<file path="src/rtl/ram_port_scheduler.sv">
// Arbitrates the shared SDRAM command sequencer between two client ports
// and a locally timed auto-refresh engine with a banked refresh backlog.
module ram_port_scheduler #(
    parameter int REFRESH_INTERVAL = 50,
    parameter int MAX_PENDING      = 4
) (
    input  logic        CLK,
    input  logic        RESET_n,
    input  logic        req0,
    input  logic        req1,
    input  logic [22:0] addr0,
    input  logic [22:0] addr1,
    input  logic        rw0,
    input  logic        rw1,
    input  logic        uds0_n,
    input  logic        lds0_n,
    input  logic        uds1_n,
    input  logic        lds1_n,
    output logic        grant0,
    output logic        grant1,
    output logic        done0,
    output logic        done1,
    output logic        mem_req,
    output logic        mem_refresh,
    output logic [22:0] mem_addr,
    output logic        mem_rw,
    output logic        mem_uds_n,
    output logic        mem_lds_n,
    input  logic        mem_ack,
    input  logic        mem_done,
    output logic [2:0]  refresh_pending,
    output logic        refresh_overrun
);

    localparam int CW = $clog2(REFRESH_INTERVAL);
    localparam logic [CW-1:0] RELOAD = CW'(REFRESH_INTERVAL - 1);
    localparam logic [2:0] PMAX = 3'(MAX_PENDING);

    typedef enum logic [1:0] {
        IDLE,
        ISSUE,
        WAIT_DONE
    } state_t;

    state_t        state;
    state_t        state_nx;
    logic [CW-1:0] ivl_cnt;
    logic          tick;
    logic          ref_ack;
    logic          at_max;
    logic          last_grant;
    logic          elig0;
    logic          elig1;
    logic          pick_ref;
    logic          pick0;
    logic          pick1;

    // IDLE decision: forced refresh, then clients (round-robin), then idle refresh
    always_comb begin
        tick     = (ivl_cnt == '0);
        ref_ack  = (state == ISSUE) && mem_ack && mem_refresh;
        at_max   = (refresh_pending == PMAX);
        // a port that just saw its done pulse sits out one IDLE cycle
        elig0    = req0 && !done0;
        elig1    = req1 && !done1;
        pick_ref = 1'b0;
        pick0    = 1'b0;
        pick1    = 1'b0;
        if (state == IDLE) begin
            if (at_max) begin
                pick_ref = 1'b1;
            end else if (elig0 && elig1) begin
                if (last_grant) pick0 = 1'b1;
                else            pick1 = 1'b1;
            end else if (elig0) begin
                pick0 = 1'b1;
            end else if (elig1) begin
                pick1 = 1'b1;
            end else if (refresh_pending != 3'd0) begin
                pick_ref = 1'b1;
            end
        end
    end

    // Next-state logic
    always_comb begin
        state_nx = state;
        unique case (state)
            IDLE:      if (pick_ref || pick0 || pick1) state_nx = ISSUE;
            ISSUE:     if (mem_ack) state_nx = WAIT_DONE;
            WAIT_DONE: if (mem_done) state_nx = IDLE;
            default:   state_nx = IDLE;
        endcase
    end

    // State register
    always_ff @(posedge CLK or negedge RESET_n) begin
        if (!RESET_n) state <= IDLE;
        else          state <= state_nx;
    end

    // Refresh interval timer: free-running down-counter with auto-reload
    always_ff @(posedge CLK or negedge RESET_n) begin
        if (!RESET_n)  ivl_cnt <= RELOAD;
        else if (tick) ivl_cnt <= RELOAD;
        else           ivl_cnt <= ivl_cnt - CW'(1);
    end

    // Refresh backlog: ticks add, refresh acks subtract, saturation is sticky-flagged
    always_ff @(posedge CLK or negedge RESET_n) begin
        if (!RESET_n) begin
            refresh_pending <= 3'd0;
            refresh_overrun <= 1'b0;
        end else if (tick && !ref_ack) begin
            if (at_max) refresh_overrun <= 1'b1;
            else        refresh_pending <= refresh_pending + 3'd1;
        end else if (ref_ack && !tick) begin
            refresh_pending <= refresh_pending - 3'd1;
        end
    end

    // Grants, request handshake, latched payload and done pulses
    always_ff @(posedge CLK or negedge RESET_n) begin
        if (!RESET_n) begin
            grant0      <= 1'b0;
            grant1      <= 1'b0;
            done0       <= 1'b0;
            done1       <= 1'b0;
            mem_req     <= 1'b0;
            mem_refresh <= 1'b0;
            mem_addr    <= 23'd0;
            mem_rw      <= 1'b1;
            mem_uds_n   <= 1'b1;
            mem_lds_n   <= 1'b1;
            last_grant  <= 1'b1;
        end else begin
            done0 <= 1'b0;
            done1 <= 1'b0;
            if (pick0) begin
                grant0      <= 1'b1;
                last_grant  <= 1'b0;
                mem_req     <= 1'b1;
                mem_refresh <= 1'b0;
                mem_addr    <= addr0;
                mem_rw      <= rw0;
                mem_uds_n   <= uds0_n;
                mem_lds_n   <= lds0_n;
            end
            if (pick1) begin
                grant1      <= 1'b1;
                last_grant  <= 1'b1;
                mem_req     <= 1'b1;
                mem_refresh <= 1'b0;
                mem_addr    <= addr1;
                mem_rw      <= rw1;
                mem_uds_n   <= uds1_n;
                mem_lds_n   <= lds1_n;
            end
            if (pick_ref) begin
                mem_req     <= 1'b1;
                mem_refresh <= 1'b1;
            end
            if (state == ISSUE && mem_ack) begin
                mem_req <= 1'b0;
            end
            if (state == WAIT_DONE && mem_done) begin
                done0       <= grant0;
                done1       <= grant1;
                grant0      <= 1'b0;
                grant1      <= 1'b0;
                mem_refresh <= 1'b0;
            end
        end
    end

endmodule

</file>
<file path="config.mk">
export PLATFORM = sky130hd
export DESIGN_NAME = ram_port_scheduler
export DESIGN_NICKNAME = d
export VERILOG_FILES = /design/src/rtl/ram_port_scheduler.sv
export SDC_FILE = /design/constraint.sdc
export NUM_CORES = 1
export LEC_CHECK = 0
export ABC_CLOCK_PERIOD_IN_PS = 1900
export CAP_MARGIN = 40
export CORE_MARGIN = 10
export CORE_UTILIZATION = 38
export CTS_CLUSTER_SIZE = 10
export DETAILED_ROUTE_END_ITERATION = 10
export PLACE_DENSITY = 0.76
export SYNTH_ARGS = -nofsm -noshare
export SYNTH_HDL_FRONTEND = slang
export SYNTH_SLANG_ARGS = --single-unit
</file>
<file path="constraint.sdc">
create_clock -name CLK -period 1.9 [get_ports CLK]
set_input_delay 0.19 -clock CLK [delete_from_list [all_inputs] [get_ports CLK]]
set_output_delay 0.19 -clock CLK [all_outputs]
set_load 0.05 [all_outputs]
</file>
==> impl_metrics.tcl <==
set metrics [dict create \
    gp_congestion 0.888 \
    top_usage_layer "met2" \
    core_um2 5540 \
    vias_per_cell 4.91 \
    fp-row-count 27 \
    path_clk_slew_ps 80 \
    critPathMaxFanout 4 \
    grtUsageTotal_pct 14.0 \
    clkSinkCount 45 \
    path_class "flip-flop to flip-flop" \
    synth_area_leaders "dfrtp_1, nand2_1, dfstp_2" \
    synth_seq_area_share_pct 51.7 \
    synth_ff_type "dfrtp_1" \
    synth_most_common_cell "nand2_1" \
    drive_gt1_share_pct 14.5 \
    synth_compound_area_share_pct 14.1 \
    period_share_pct 96.8 \
    grt-ovfl-total 0 \
    max_cap_viol_count 0 \
    placed_cell_area_um2 3290 \
    cp.required_ps 2070 \
    clk_path_buf_depth 2 \
    synth_cell_type_count 40 \
    fillers 505 \
    synth-seq-cells 45 \
    wl_per_cell_um 15.3 \
    cp_cell_sequence "inv_2, ha_4, nor2b_4, nand3_2, fa_2, o21ai_0, nor4_1, o21ai_1, o31a_1" \
    drtAntennaViolNets 0 \
    antenna_found_initial 0 \
    finalHoldViolCount 0 \
    synth_top_family_by_area "simple AND/OR/NAND/NOR gates" \
    slew_headroom_pct 59.3 \
    synthTopCellsByCount "nand2_1, dfrtp_1, nor2_1" \
    top_level_ports 94 \
    fin_tns_setup_ps 0 \
    yosys_warnings 0 \
    synth_top_cell_by_area "dfrtp_1" \
    first_iter_violations 109 \
    die_w_um 96.0 \
    cp_top_family "flip-flops" \
    cp_num_buf_inv 1 \
    hp-class "input port to asynchronous set/reset pin" \
    synth-edff-count 0 \
    syn_nets 302 \
    whs_ps 414 \
    drc 0 \
    power_leakage_nw 1.47 \
    firstDrtPassIters 4 \
    max_stage_delay_ps 560 \
    fp.dieH_um 96.0 \
    nNetsFinal 411 \
    cts-root-buf "clkbuf_8" \
    post-route-cell-area_um2 3450 \
    finClkSkew_ps 7.69 \
    arrival_ps 2010 \
    fmax_ghz 0.544 \
    worst_setup_path_end_kind "flip-flop" \
    port_buffers 93 \
    synth_top_area_share_pct 43.3 \
    grt_max_degree 35 \
    grt_pass1_vias 2077 \
    use_met1_pct 17.5 \
    ff_latch_area_um2 1130 \
    rsz0062_at_grt "no" \
    die-area_um2 9220 \
    clkLatencyLatePin_ps 290 \
    numCtsBuffers 5 \
    synth_xor_area_share_pct 1.20 \
    finalSetupViolCount 0 \
    grt_pass1_wl_mm 10.3 \
    drt-total-wl_mm 6.46 \
    multi_input_area_um2 985 \
    rrSetupSlack_ps 60 \
    p_per_area_nw_per_um2 1640 \
    slew_viol_final 0 \
    async_reset_ff_share_pct 100 \
    start_util_pct 39.6 \
    h-tree-depth 2 \
    hpwl_mm 5.05 \
    yosys.area_share.adder_pct 2.05 \
    area_growth_pct 57.0 \
    met2_usage_pct 22.5 \
    synth_area_um2 2200 \
    syn_avg_cell_area_um2 9.11 \
    critPathSlowestCell "dfstp_2" \
    outcome "complete, no violations" \
    worstMarginPinSlew_ps 610 \
    synthCells 241 \
    ir_worst_vdd_mv 0.817 \
    vias 2078 \
    antenna_cells 0 \
    yosys.area_share.simple_pct 25.5 \
    use_met3_pct 5.14 \
    synthMuxAreaShare_pct 0.513 \
    critPathLaunchType "flip-flop" \
    min_period_ps 1840 \
    cts_tree "done" \
]
-- where the power goes --
part	total [W]	internal, W	switching, W
Clock	0.000560	0.000255	0.000304
Sequential	0.00164	0.00138	0.000258
Combinational	0.00347	0.00126	0.00222
-- final timing paths --
| path | cells past startpoint | end | startpoint |
|---|---|---|---|
| min in group CLK | 3 | mem_rw$_DFFE_PN1P_ | rw0 |
| min reg2reg | 1 | ivl_cnt[0]$_DFF_PN1_ | ivl_cnt[0]$_DFF_PN1_ |
| min | 2 | mem_refresh$_DFFE_PN0P_ | RESET_n |
| max reg2reg | 9 | refresh_pending[2]$_DFFE_PN0P_ | ivl_cnt[0]$_DFF_PN1_ |
| max in group asynchronous | 3 | mem_uds_n$_DFFE_PN1P_ | RESET_n |
| max | 9 | refresh_pending[2]$_DFFE_PN0P_ | ivl_cnt[0]$_DFF_PN1_ |
-- sequential cells by signal, summed over array words and instances (netlist names), 2 cells and up --
name and cells:
ivl_cnt 6, mem_addr 23, refresh_pending 3, state 2
-- repair_timing --
action,4_1_cts,5_1_grt
resized for setup,9,0
hold buffers,1,0
endpoints found under the hold margin,21,0
pin swaps,5,3
endpoints found under the setup margin,1,1
setup buffers,5,0
-- logic make-up (layout without fill, tap and decap cells) --
kind of cell	after synthesis	in the layout
simple gates	123	123
compound gates	47	47
flops	45	45
buf+inv	19	129
fa+ha+maj	3	3
xor+xnor	3	3
mux	1	1
-- worst reg2reg max path, cell delays in order, from the launching register on --
cell,delay [ps]
dfstp_2,560
inv_2,60
ha_4,150
nor2b_4,120
nand3_2,80
fa_2,230
o21ai_0,90
nor4_1,220
o21ai_1,110
o31a_1,100
-- stage by stage --
step | worst slack, ps | util (%) | power (W) | instances
floorplan | 11.6 | - | 0.00391 | 241
global placement | -3.11 | 59.5 | 0.00508 | 410
detailed placement | -92.8 | 59.5 | 0.00516 | 410
CTS | 37.9 | 62.2 | 0.00574 | 423
global route | 5.15 | 62.2 | 0.00606 | 423
finish | 61.0 | 62.2 | 0.00567 | 423
-- cells in the final DEF (no fill, tap or decap), drive strengths merged, types with 6 or more instances in the layout --
| cell | instances |
|---|---|
| inv | 7 |
| nor2 | 36 |
| a31oi | 26 |
| clkdlybuf4s50 | 89 |
| dfrtp | 38 |
| dfstp | 7 |
| o21ai | 12 |
| buf | 24 |
| clkbuf | 6 |
| nand2 | 63 |
-- final cells by class --
cell class | count | share of cell area (%)
Clock inverter | 2 | 0.290
Inverter | 7 | 0.762
Timing Repair Buffer | 114 | 32.7
Sequential cell | 45 | 32.9
Tap cell | 72 | 2.61
Clock buffer | 6 | 2.11
Multi-Input combinational cell | 177 | 28.6
-- per-layer routing --
| metal | routed length [µm] | vias up |
|---|---|---|
| met1 | 2700 | 955 |
| met2 | 3060 | 78 |
| met4 | 79 | 0 |
| met5 | 0 | - |
| li1 | - | 1038 |
| met3 | 620 | 7 |
Power figures use the tool's default switching activity.
